[config.mk]
export PLATFORM = sky130hd
export DESIGN_NAME = uart_tx_arbiter
export DESIGN_NICKNAME = d
export VERILOG_FILES = /design/src/rtl/uart_tx_arbiter.sv
export SDC_FILE = /design/constraint.sdc
export NUM_CORES = 1
export LEC_CHECK = 0
export CAP_MARGIN = 25
export CORE_MARGIN = 5
export CORE_UTILIZATION = 30
export DETAILED_ROUTE_END_ITERATION = 8
export GPL_TIMING_DRIVEN = 0
export SYNTH_ARGS = -nofsm -noshare
export SYNTH_HDL_FRONTEND = slang
export SYNTH_SLANG_ARGS = --single-unit
[constraint.sdc]
create_clock -name clk_100mhz -period 2.29 [get_ports clk_100mhz]
set_input_delay 0.3435 -clock clk_100mhz [delete_from_list [all_inputs] [get_ports clk_100mhz]]
set_output_delay 0.3435 -clock clk_100mhz [all_outputs]
set_load 0.01 [all_outputs]
[src/rtl/uart_tx_arbiter.sv]
`default_nettype none
// ===========================================================================
// Module  : uart_tx_arbiter
// Purpose : Round-robin, packet-locked sharing of a single uart_tx among
//           N_REQ byte-stream requesters.
// Revision: 1.0 - initial release
// ===========================================================================
module uart_tx_arbiter #(
  parameter int N_REQ       = 2,
  parameter int GAP_TIMEOUT = 1000000
) (
  input  logic               clk_100mhz,
  input  logic               btnc,
  input  logic [N_REQ-1:0]   req_valid,
  input  logic [8*N_REQ-1:0] req_data,
  input  logic [N_REQ-1:0]   req_last,
  output logic [N_REQ-1:0]   req_ready,
  output logic [7:0]         tx_data,
  output logic               tx_start,
  input  logic               tx_busy,
  output logic               grant_valid,
  output logic [2:0]         grant_id,
  output logic               pkt_done,
  output logic               gap_err
);

  localparam int IDX_W = (N_REQ > 1) ? $clog2(N_REQ) : 1;
  localparam int CNT_W = (GAP_TIMEOUT > 1) ? $clog2(GAP_TIMEOUT) : 1;
  localparam logic [IDX_W-1:0] LAST_IDX = IDX_W'(N_REQ - 1);
  localparam logic [CNT_W-1:0] GAP_MAX  = CNT_W'(GAP_TIMEOUT - 1);

  typedef enum logic [1:0] {
    IDLE    = 2'd0,
    SEND    = 2'd1,
    WAIT_HI = 2'd2,
    WAIT_LO = 2'd3
  } state_t;

  state_t           state_q,    state_d;
  logic [IDX_W-1:0] rr_ptr_q,   rr_ptr_d;
  logic [IDX_W-1:0] owner_q,    owner_d;
  logic             gv_q,       gv_d;
  logic [7:0]       tx_data_q,  tx_data_d;
  logic             tx_start_q, tx_start_d;
  logic             last_q,     last_d;
  logic             pkt_done_q, pkt_done_d;
  logic             gap_err_q,  gap_err_d;
  logic [CNT_W-1:0] gap_cnt_q,  gap_cnt_d;

  logic             win_found;
  logic [IDX_W-1:0] win_idx;
  logic [IDX_W-1:0] next_ptr;
  logic [7:0]       owner_byte;

  // Rotating priority scan: rr_ptr, rr_ptr+1, ... wrapping at N_REQ.
  always_comb begin
    logic [IDX_W:0] cand;
    cand      = '0;
    win_found = 1'b0;
    win_idx   = '0;
    for (int k = 0; k < N_REQ; k++) begin
      cand = {1'b0, rr_ptr_q} + (IDX_W+1)'(k);
      if (cand >= (IDX_W+1)'(N_REQ)) begin
        cand = cand - (IDX_W+1)'(N_REQ);
      end
      if (!win_found && req_valid[cand[IDX_W-1:0]]) begin
        win_found = 1'b1;
        win_idx   = cand[IDX_W-1:0];
      end
    end
  end

  assign next_ptr   = (owner_q == LAST_IDX) ? '0 : owner_q + IDX_W'(1);
  assign owner_byte = req_data[{owner_q, 3'b000} +: 8];

  always_comb begin
    state_d    = state_q;
    rr_ptr_d   = rr_ptr_q;
    owner_d    = owner_q;
    gv_d       = gv_q;
    tx_data_d  = tx_data_q;
    last_d     = last_q;
    gap_cnt_d  = gap_cnt_q;
    tx_start_d = 1'b0;
    pkt_done_d = 1'b0;
    gap_err_d  = 1'b0;
    req_ready  = '0;

    case (state_q)
      IDLE: begin
        if (win_found) begin
          owner_d   = win_idx;
          gv_d      = 1'b1;
          gap_cnt_d = '0;
          state_d   = SEND;
        end
      end

      SEND: begin
        if (req_valid[owner_q]) begin
          // A valid byte while uart_tx is still busy simply waits; the gap
          // timer only measures silence from the owner.
          if (!tx_busy) begin
            req_ready[owner_q] = 1'b1;
            tx_data_d          = owner_byte;
            last_d             = req_last[owner_q];
            tx_start_d         = 1'b1;
            gap_cnt_d          = '0;
            state_d            = WAIT_HI;
          end
        end else if (gap_cnt_q == GAP_MAX) begin
          gap_err_d = 1'b1;
          gv_d      = 1'b0;
          owner_d   = '0;
          rr_ptr_d  = next_ptr;
          gap_cnt_d = '0;
          state_d   = IDLE;
        end else begin
          gap_cnt_d = gap_cnt_q + CNT_W'(1);
        end
      end

      WAIT_HI: begin
        if (tx_busy) begin
          state_d = WAIT_LO;
        end
      end

      WAIT_LO: begin
        if (!tx_busy) begin
          if (last_q) begin
            pkt_done_d = 1'b1;
            gv_d       = 1'b0;
            owner_d    = '0;
            rr_ptr_d   = next_ptr;
            state_d    = IDLE;
          end else begin
            state_d = SEND;
          end
        end
      end

      default: state_d = IDLE;
    endcase
  end

  always_ff @(posedge clk_100mhz) begin
    if (btnc) begin
      state_q    <= IDLE;
      rr_ptr_q   <= '0;
      owner_q    <= '0;
      gv_q       <= 1'b0;
      tx_data_q  <= 8'h00;
      tx_start_q <= 1'b0;
      last_q     <= 1'b0;
      pkt_done_q <= 1'b0;
      gap_err_q  <= 1'b0;
      gap_cnt_q  <= '0;
    end else begin
      state_q    <= state_d;
      rr_ptr_q   <= rr_ptr_d;
      owner_q    <= owner_d;
      gv_q       <= gv_d;
      tx_data_q  <= tx_data_d;
      tx_start_q <= tx_start_d;
      last_q     <= last_d;
      pkt_done_q <= pkt_done_d;
      gap_err_q  <= gap_err_d;
      gap_cnt_q  <= gap_cnt_d;
    end
  end

  assign tx_data     = tx_data_q;
  assign tx_start    = tx_start_q;
  assign grant_valid = gv_q;
  assign grant_id    = 3'(owner_q);
  assign pkt_done    = pkt_done_q;
  assign gap_err     = gap_err_q;

endmodule
`default_nettype wire

==> results of run 1 <==
==> worst min-delay path: cells and delay by family, from the launching register on <==
| kind | cells | cell delay (ns) |
|---|---|---|
| AND/OR/NAND/NOR | 1 | 0.07 |
| AO/OA/AOI/OAI | 1 | 0.06 |
| flip-flops | 1 | 0.32 |
==> timing repair <==
action                                  4_1_cts  5_1_grt
gates resized for setup                       2        8
setup buffers                                 0        2
pin swaps                                     0        1
endpoints found under the setup margin        2       22
gates cloned                                  0        0
hold endpoints to repair                      0        0
==> worst min-delay path by stage <==
stage	start	end	slack, ns	depth (start not counted)
floorplan	tx_busy	pkt_done	0.42	1
global placement	grant_valid	grant_valid	0.48	2
detailed placement	grant_valid	grant_valid	0.48	2
CTS	grant_valid	grant_valid	0.49	2
global route	tx_data[5]	tx_data[5]	0.52	2
finish	grant_valid	grant_valid	0.49	2
==> registers in the layout, summed over array words and instances (netlist names), named ones only <==
name,cells
grant_valid,1
tx_start,1
tx_data,8
owner_q,1
gap_err,1
pkt_done,1
rr_ptr_q,1
state_q,1
last_q,1
gap_cnt_q,20
==> per-layer routing <==
metal  GRT usage, %  vias to the layer above  routed length, um
met3           3.61                        7                333
met2           18.3                       53               2190
met1           15.6                      888               2510
met4           3.49                        0                 64
met5              0                        -                  0
li1               -                      980                  -
==> placed cells by master (no fill, tap or decap), types with 2 or more instances in the layout <==
cell | synthesis | routed
nor4_1 | 3 | 3
conb_1 | 1 | 2
buf_6 | 2 | 3
ha_1 | 6 | 6
o21a_1 | 3 | 3
buf_4 | 4 | 7
a211oi_1 | 9 | 9
nand2b_1 | 3 | 3
dfxtp_1 | 37 | 37
clkbuf_8 | 0 | 5
o211ai_1 | 2 | 2
nand2_1 | 26 | 26
o21ai_0 | 2 | 2
nand3b_1 | 2 | 2
nor3_1 | 7 | 6
mux2i_1 | 12 | 12
clkbuf_1 | 5 | 4
xnor2_1 | 5 | 5
and4_1 | 3 | 3
nor2_1 | 29 | 28
nand4b_1 | 2 | 2
nand3_1 | 18 | 18
inv_1 | 9 | 9
a21oi_1 | 9 | 8
a31oi_1 | 8 | 8
or3_1 | 2 | 2
clkdlybuf4s50_1 | 0 | 34
or4_1 | 3 | 3
nor4b_1 | 2 | 2
==> area by class of cell <==
| cell class | instances | share of cell area (%) |
|---|---|---|
| Buffer | 13 | 3.38 |
| Sequential cell | 37 | 27.4 |
| Clock buffer | 5 | 2.55 |
| Tap cell | 96 | 4.45 |
| Clock inverter | 1 | 0.185 |
| Timing Repair Buffer | 38 | 14.0 |
| Inverter | 9 | 1.25 |
| Multi-Input combinational cell | 187 | 46.8 |
==> cells in the mapped netlist, drive strengths merged, types with 2 or more instances <==
master,number,area (um^2)
a211oi,10,87.6
a21o,2,22.5
a21oi,9,45.0
a31oi,8,50.1
and4,3,26.3
buf,9,67.6
clkbuf,5,18.8
dfxtp,37,741
ha,6,75.1
inv,9,33.8
mux2i,13,143
nand2,27,104
nand2b,3,18.8
nand3,18,90.1
nand3b,2,15.0
nand4,2,18.8
nand4b,2,17.5
nor2,29,109
nor3,7,35.0
nor3b,2,26.3
nor4,3,18.8
nor4b,2,17.5
nor4bb,2,20.0
o211ai,2,15.0
o21a,3,22.5
o21ai,3,15.0
or3,2,12.5
or4,4,33.8
xnor2,5,43.8
==> cells by family (layout without fill, tap and decap cells) <==
logic type / Yosys count / count (layout) / share of synthesized area, %
other: 1 / 2 / 0.178
buffers and inverters: 23 / 66 / 5.71
AO/OA/AOI/OAI: 48 / 48 / 17.6
XOR/XNOR: 5 / 5 / 2.08
AND/OR/NAND/NOR: 112 / 112 / 28.3
flip-flops: 37 / 37 / 35.2
multiplexers: 14 / 14 / 7.32
adder cells (fa/ha/maj): 6 / 6 / 3.57
==> power by group <==
| part | leakage, nW | total [mW] | switching, mW | internal [mW] |
|---|---|---|---|---|
| registers | 0.299 | 0.688 | 0.0186 | 0.669 |
| clock network | 0.0399 | 0.419 | 0.219 | 0.200 |
| logic | 0.548 | 0.410 | 0.225 | 0.186 |
==> results.ini, run 1 <==
[run_status]
outcome=completed

[worst_hold_path]
hold_path_class=register to register

[die]
rows=30
ios=40
initial_utilization_pct=30.9
core_area_um2=6790
die_h_um=93.7
dieArea_um2=8780
die_w_um=93.7

[detailed_routing]
drcViolationCount=0
postRouteAntennaNets=0
avgRoutedWirePerCell_um=13.2
viasPerCell=4.99
drtIter0Drc=72
wl_mm=5.10
vias=1928
drt_first_pass_iters=4

[grt]
grt_overflow_total=0
grt_max_degree=16
antenna_found_initial=0
grt_pass1_vias=1771
grt_util_all_layers_pct=11.8
grt_pass1_wl_mm=8.41

[layout]
utilization_pct=39.7
fillers=678
nNetsFinal=320
fin_area_um2=2700
fin_cells=386
multi_input_area_um2=1260
drive_gt1_share_pct=11.4
syn2layout_area_growth_pct=28.4
register_area_um2=741
antenna_cells=0

[yosys]
ys.flop_type=dfxtp_1
async_flop_share_pct=0
synth_cells=246
ys_ff_latch=37
avgSynthCellArea_um2=8.54
ys_seq_area_share_pct=35.2
ys_types=56
synth_edf_count=0
ys_warn_count=0
netlist_area_um2=2100

[setup_path]
timing.rr.start=state_q[0]
cp-startpoint=state_q[0]
cpLargestDelayFamily=simple AND/OR/NAND/NOR gates
crit_chain=inv_1 > ha_1 > or3b_2 > o221ai_2 > buf_6 > buf_4 > nand2_1 > a31oi_1
crit_path_max_fanout=10
path_class=register to register
path_buf_inv=3
rr_endpoint=gap_cnt_q[8]
critical_path.max_stage_delay_ns=0.50
cp_data_required_time_ns=2.50
crit_cells=8
crit_path_top_delay_cell=or3b_2
crit_path_end=gap_cnt_q[8]
worst_r2r_path_depth=8
start_kind=register
r2r_slack_ns=0.19
worstPathArrival_ns=2.31
worst_setup_path_end_kind=register

[power]
powerDensity_nw_per_um2=562
p_leak_nw=0.888
vdd_drop_max_v=0.000177
power.total_mw=1.52

[timing]
finalSetupViolCount=0
hold_ws_ns=0.488
fin_crit_sh_pct=91.7
fin_skew_ns=0.00710
worstMarginPinSlew_ns=0.559
tns_ns=0
layout_setup_ws_ns=0.190
hold_viol=0
max_freq_ghz=0.476
rsz0062_at_grt=no
fin_crit_ns=2.10
maxSlewHeadroom_pct=62.7
slew_violations=0

[clocking]
cts_tree=yes
h-tree-depth=2
clk_pin_slew_ns=0.07
clockBufferDepth=2
clock-root-buffer=clkbuf_8
cts_hold_buf=0
numCtsBuffers=5
clk_latency_ns=0.29
cts_sinks=37

[place]
port_buffers=36
placedCellCount=379
finalWeightedCongestion=0.774
placed_area_um2=2590
place_ws_ns=-0.128
dpl.hpwl_mm=3.85

[flow_run]
maxCapViolations=0

(Power assumes the default switching activity.)
==> run 2, diff against run 1 <==
CORE_MARGIN = not set   (was 5)
==> results.ini, run 2 (synthesized netlist as in run 1, its figures left out) <==
[layout]
largest_reg_flops=20
antenna_cells=0
final_common_cell=dfxtp_1
syn2layout_area_growth_pct=30.8
nNetsFinal=319
final_cell_mix=dfxtp_1 (37), clkdlybuf4s50_1 (35), nor2_1 (29)
fin_area_um2=2750
drive_gt1_share_pct=11.3
regMostFlops=gap_cnt_q
fillers=692
fin_cells=387
utilization_pct=40.5

[die]
rows=30
core_area_um2=6790
dieArea_um2=7350
die_h_um=85.7
ios=40
initial_utilization_pct=30.9
die_w_um=85.7

[setup_path]
start_kind=register
crit_chain=inv_1 > ha_1 > buf_6 > nand2b_4 > nor2_1 > clkdlybuf4s50_1
path_class=register to primary output
crit_path_max_fanout=10
path_buf_inv=3
cp_data_required_time_ns=1.95
crit_path_top_delay_cell=clkdlybuf4s50_1
critical_path.max_stage_delay_ns=0.53
worstPathArrival_ns=1.81
worst_setup_path_end_kind=primary output
cpLargestDelayFamily=buffers and inverters

[power]
swShare_pct=29.0
net-switching-power_uw=496
vdd_drop_max_v=0.000223
pwr-share-clk_pct=35.3
powerDensity_nw_per_um2=623
pwr-share-comb_pct=24.6
power_frac_seq_pct=40.1
p_leak_nw=0.892
p_int_mw=1.22

[timing]
slew_violations=0
fin_skew_ns=0.00986
tns_ns=0
worstMarginPinSlew_ns=0.707
fin_crit_sh_pct=94.0
rsz0062_at_grt=no
finalSetupViolCount=0
hold_viol=0
hold_ws_ns=0.493
fin_crit_ns=2.15
max_freq_ghz=0.465
maxSlewHeadroom_pct=52.8

[grt]
grt_pass1_wl_mm=8.05
antenna_found_initial=0
grt_util_all_layers_pct=13.9
grt_pass1_vias=1680
grt_overflow_total=0
grt_max_degree=16

[clocking]
clk_pin_slew_ns=0.08
clk_latency_ns=0.29
cts_tree=yes
cts_hold_buf=0
h-tree-depth=2
clockBufferDepth=2
numCtsBuffers=5
clock-root-buffer=clkbuf_8
cts_sinks=37

[place]
port_buffers=36
dpl.hpwl_mm=3.71
finalWeightedCongestion=0.765
placedCellCount=379
placed_area_um2=2590

[worst_hold_path]
hold_path_class=register to register

[flow_run]
maxCapViolations=0

[detailed_routing]
drcViolationCount=0
wl_mm=5.03
drt_first_pass_iters=4
viasPerCell=4.95
drtIter0Drc=87
postRouteAntennaNets=0
avgRoutedWirePerCell_um=13.0
vias=1915

[run_status]
outcome=completed

==> run 2: power by group through the flow <==
stage          Combinational (mW)  Clock (mW)  Sequential, mW
4_1_cts                     0.401       0.619           0.687
3_5_place_dp                0.400           0           0.702
5_1_grt                     0.463       0.646           0.690
3_3_place_gp                0.397           0           0.701
6_report                    0.422       0.604           0.687
2_1_floorplan               0.244           0           0.708
==> run 2: layout make-up <==
type | count | area, um^2 | area share (%)
multi-input combinational | 187 | 1260 | 45.9
clock buffer | 6 | 82.6 | 3.00
buffer | 13 | 95.1 | 3.46
timing repair buffer | 37 | 379 | 13.8
clock inverter | 2 | 37.5 | 1.36
sequential | 37 | 741 | 26.9
inverter | 9 | 33.8 | 1.23
tap | 96 | 120 | 4.37
==> run 2: tightest hold or removal path, cell delays in order, from the launching register on <==
cell	delay [ns]
dfxtp_1	0.34
nand2_1	0.06
a21oi_1	0.05
==> run 2: routing by layer <==
layer  up-vias  wire length, um  part of all wire (%)  GRT usage (%)
li1        974                -                     -              -
met1       879             2390                    47           17.8
met2        55             2270                    45           22.8
met3         7              315                   6.3           3.75
met4         0               54                   1.1           4.09
met5         -                0                     0              0
==> run 2: path summary, 6_finish.rpt <==
kind                start  slack [ns]  depth (start not counted)       endpoint
max              register        0.14                          6   req_ready[1]
min          gap_cnt_q[1]        0.49                          2   gap_cnt_q[1]
max reg2reg  gap_cnt_q[0]        0.17                          6  gap_cnt_q[18]
min reg2reg  gap_cnt_q[1]        0.49                          2   gap_cnt_q[1]
==> run 2: through the flow <==
stage               power [mW]  setup WS (ns)
global route              1.80        0.00905
finish                    1.71          0.138
detailed placement        1.10         -0.157
CTS                       1.71         0.0420
global placement          1.10         -0.145
floorplan                0.952          0.389
==> run 2: timing repair <==
action / CTS / global route
setup endpoints to repair: 2 / 22
pin swaps: 0 / 1
hold endpoints to repair: 0 / 0
buffers inserted: 0 / 1
gates resized for setup: 2 / 7
==> run 3, diff against run 2 <==
PLACE_DENSITY = 0.61   (was not set)
RECOVER_POWER = 25   (was not set)
==> results.ini, run 3 (synthesized netlist as in run 1, its figures left out) <==
[clocking]
clockBufferDepth=2
clk_pin_slew_ns=0.08
h-tree-depth=2
cts_tree=yes
cts_hold_buf=0
cts_sinks=37
numCtsBuffers=5
clk_latency_ns=0.29
clock-root-buffer=clkbuf_8

[detailed_routing]
drt_first_pass_iters=4
postRouteAntennaNets=0
vias=1887
drcViolationCount=0
viasPerCell=4.86
drtIter0Drc=83
wl_mm=4.84
avgRoutedWirePerCell_um=12.5

[setup_path]
r2r_slack_ns=0.17
worstPathArrival_ns=1.82
timing.rr.start=gap_cnt_q[0]
crit_path_max_fanout=10
cp_data_required_time_ns=1.95
worst_setup_path_end_kind=primary output
worst_r2r_path_depth=6
path_class=register to primary output
start_kind=register
rr_endpoint=gap_cnt_q[14]

[grt]
antenna_found_initial=0
grt_util_all_layers_pct=13.4
grt_pass1_vias=1645
grt_pass1_wl_mm=7.87
grt_max_degree=16
grt_overflow_total=0

[layout]
nNetsFinal=320
regMostFlops=gap_cnt_q
syn2layout_area_growth_pct=28.5
antenna_cells=0
utilization_pct=39.7
fin_cells=388
final_common_cell=dfxtp_1
drive_gt1_share_pct=12.0
final_cell_mix=dfxtp_1 (36), nor2_1 (29), nand2_1 (26)
largest_reg_flops=20
fin_area_um2=2700

[die]
die_w_um=85.7
dieArea_um2=7350
die_h_um=85.7
initial_utilization_pct=30.9
rows=30
ios=40
core_area_um2=6790

[timing]
rsz0062_at_grt=no
layout_setup_ws_ns=0.127
slew_violations=0
maxSlewHeadroom_pct=61.0
tns_ns=0
hold_ws_ns=0.492
hold_viol=0
fin_crit_sh_pct=94.5
fin_crit_ns=2.16
finalSetupViolCount=0
max_freq_ghz=0.462
worstMarginPinSlew_ns=0.583
fin_skew_ns=0.00574

[power]
power_frac_seq_pct=44.5
vdd_drop_max_v=0.000237
power.total_mw=1.55
pwr-share-clk_pct=29.1
p_leak_nw=0.911
p_int_mw=1.06
net-switching-power_uw=483
swShare_pct=31.3
powerDensity_nw_per_um2=572
pwr-share-comb_pct=26.3

[worst_hold_path]
hp-start=grant_valid
whs_path_depth=2
holdPathEnd=grant_valid
hold_path_class=register to register

[place]
finalWeightedCongestion=0.785
place_ws_ns=-0.155
dpl.hpwl_mm=3.63
port_buffers=36
placed_area_um2=2590
placedCellCount=379

[run_status]
outcome=completed

[flow_run]
maxCapViolations=0

-- run 3: cell count changes in the layout (fill, tap and decap cells not counted), sizes merged --
cell and delta:
clkinv +2, clkdlybuf4s50 -11, bufinv -1, clkbuf -1, dlygate4sd3 +11, buf +1
-- run 3: worst max path at each step --
stage | end | cells past startpoint
finish | req_ready[1] | 6
global route | gap_cnt_q[18] | 6
CTS | gap_cnt_q[3] | 8
detailed placement | gap_cnt_q[3] | 7
global placement | gap_cnt_q[3] | 7
floorplan | gap_cnt_q[2] | 8
-- run 3: power groups by stage --
stage,clock network (mW),logic (mW),registers (mW)
after floorplan,0,0.244,0.708
after detailed placement,0,0.398,0.703
final,0.450,0.407,0.688
after CTS,0.473,0.399,0.687
after global routing,0.495,0.448,0.692
after global placement,0,0.397,0.701
-- run 3: area by class of cell --
class,count,area [um^2]
multi-input combinational,187,1250
buffer,13,91.3
clock inverter,3,17.5
sequential,37,742
inverter,9,33.8
tap,96,120
timing repair buffer,38,374
fill,684,4090
clock buffer,5,68.8
-- run 3: critical path: stages, from the launching register on --
cell and delay, ns:
dfxtp_1 0.35, inv_2 0.10, ha_1 0.14, buf_4 0.17, nand2b_1 0.13, nor2_1 0.12, clkdlybuf4s50_1 0.53
-- run 3: repair_timing --
action / CTS / global route
endpoints found under the hold margin: 0 / 0
resized for setup: 2 / 7
setup endpoints to repair: 2 / 21
setup buffers: 0 / 2
pin swaps: 0 / 1
cloned: 0 / 0
-- run 3: layer usage --
metal,global-route usage (%),up-vias,part of all wire [%],wire length (um)
li1,-,987,-,-
met1,18.1,847,51,2480
met2,21.1,50,43,2090
met3,3.95,3,5.1,247
met4,3.48,0,0.43,21
met5,0,-,0,0
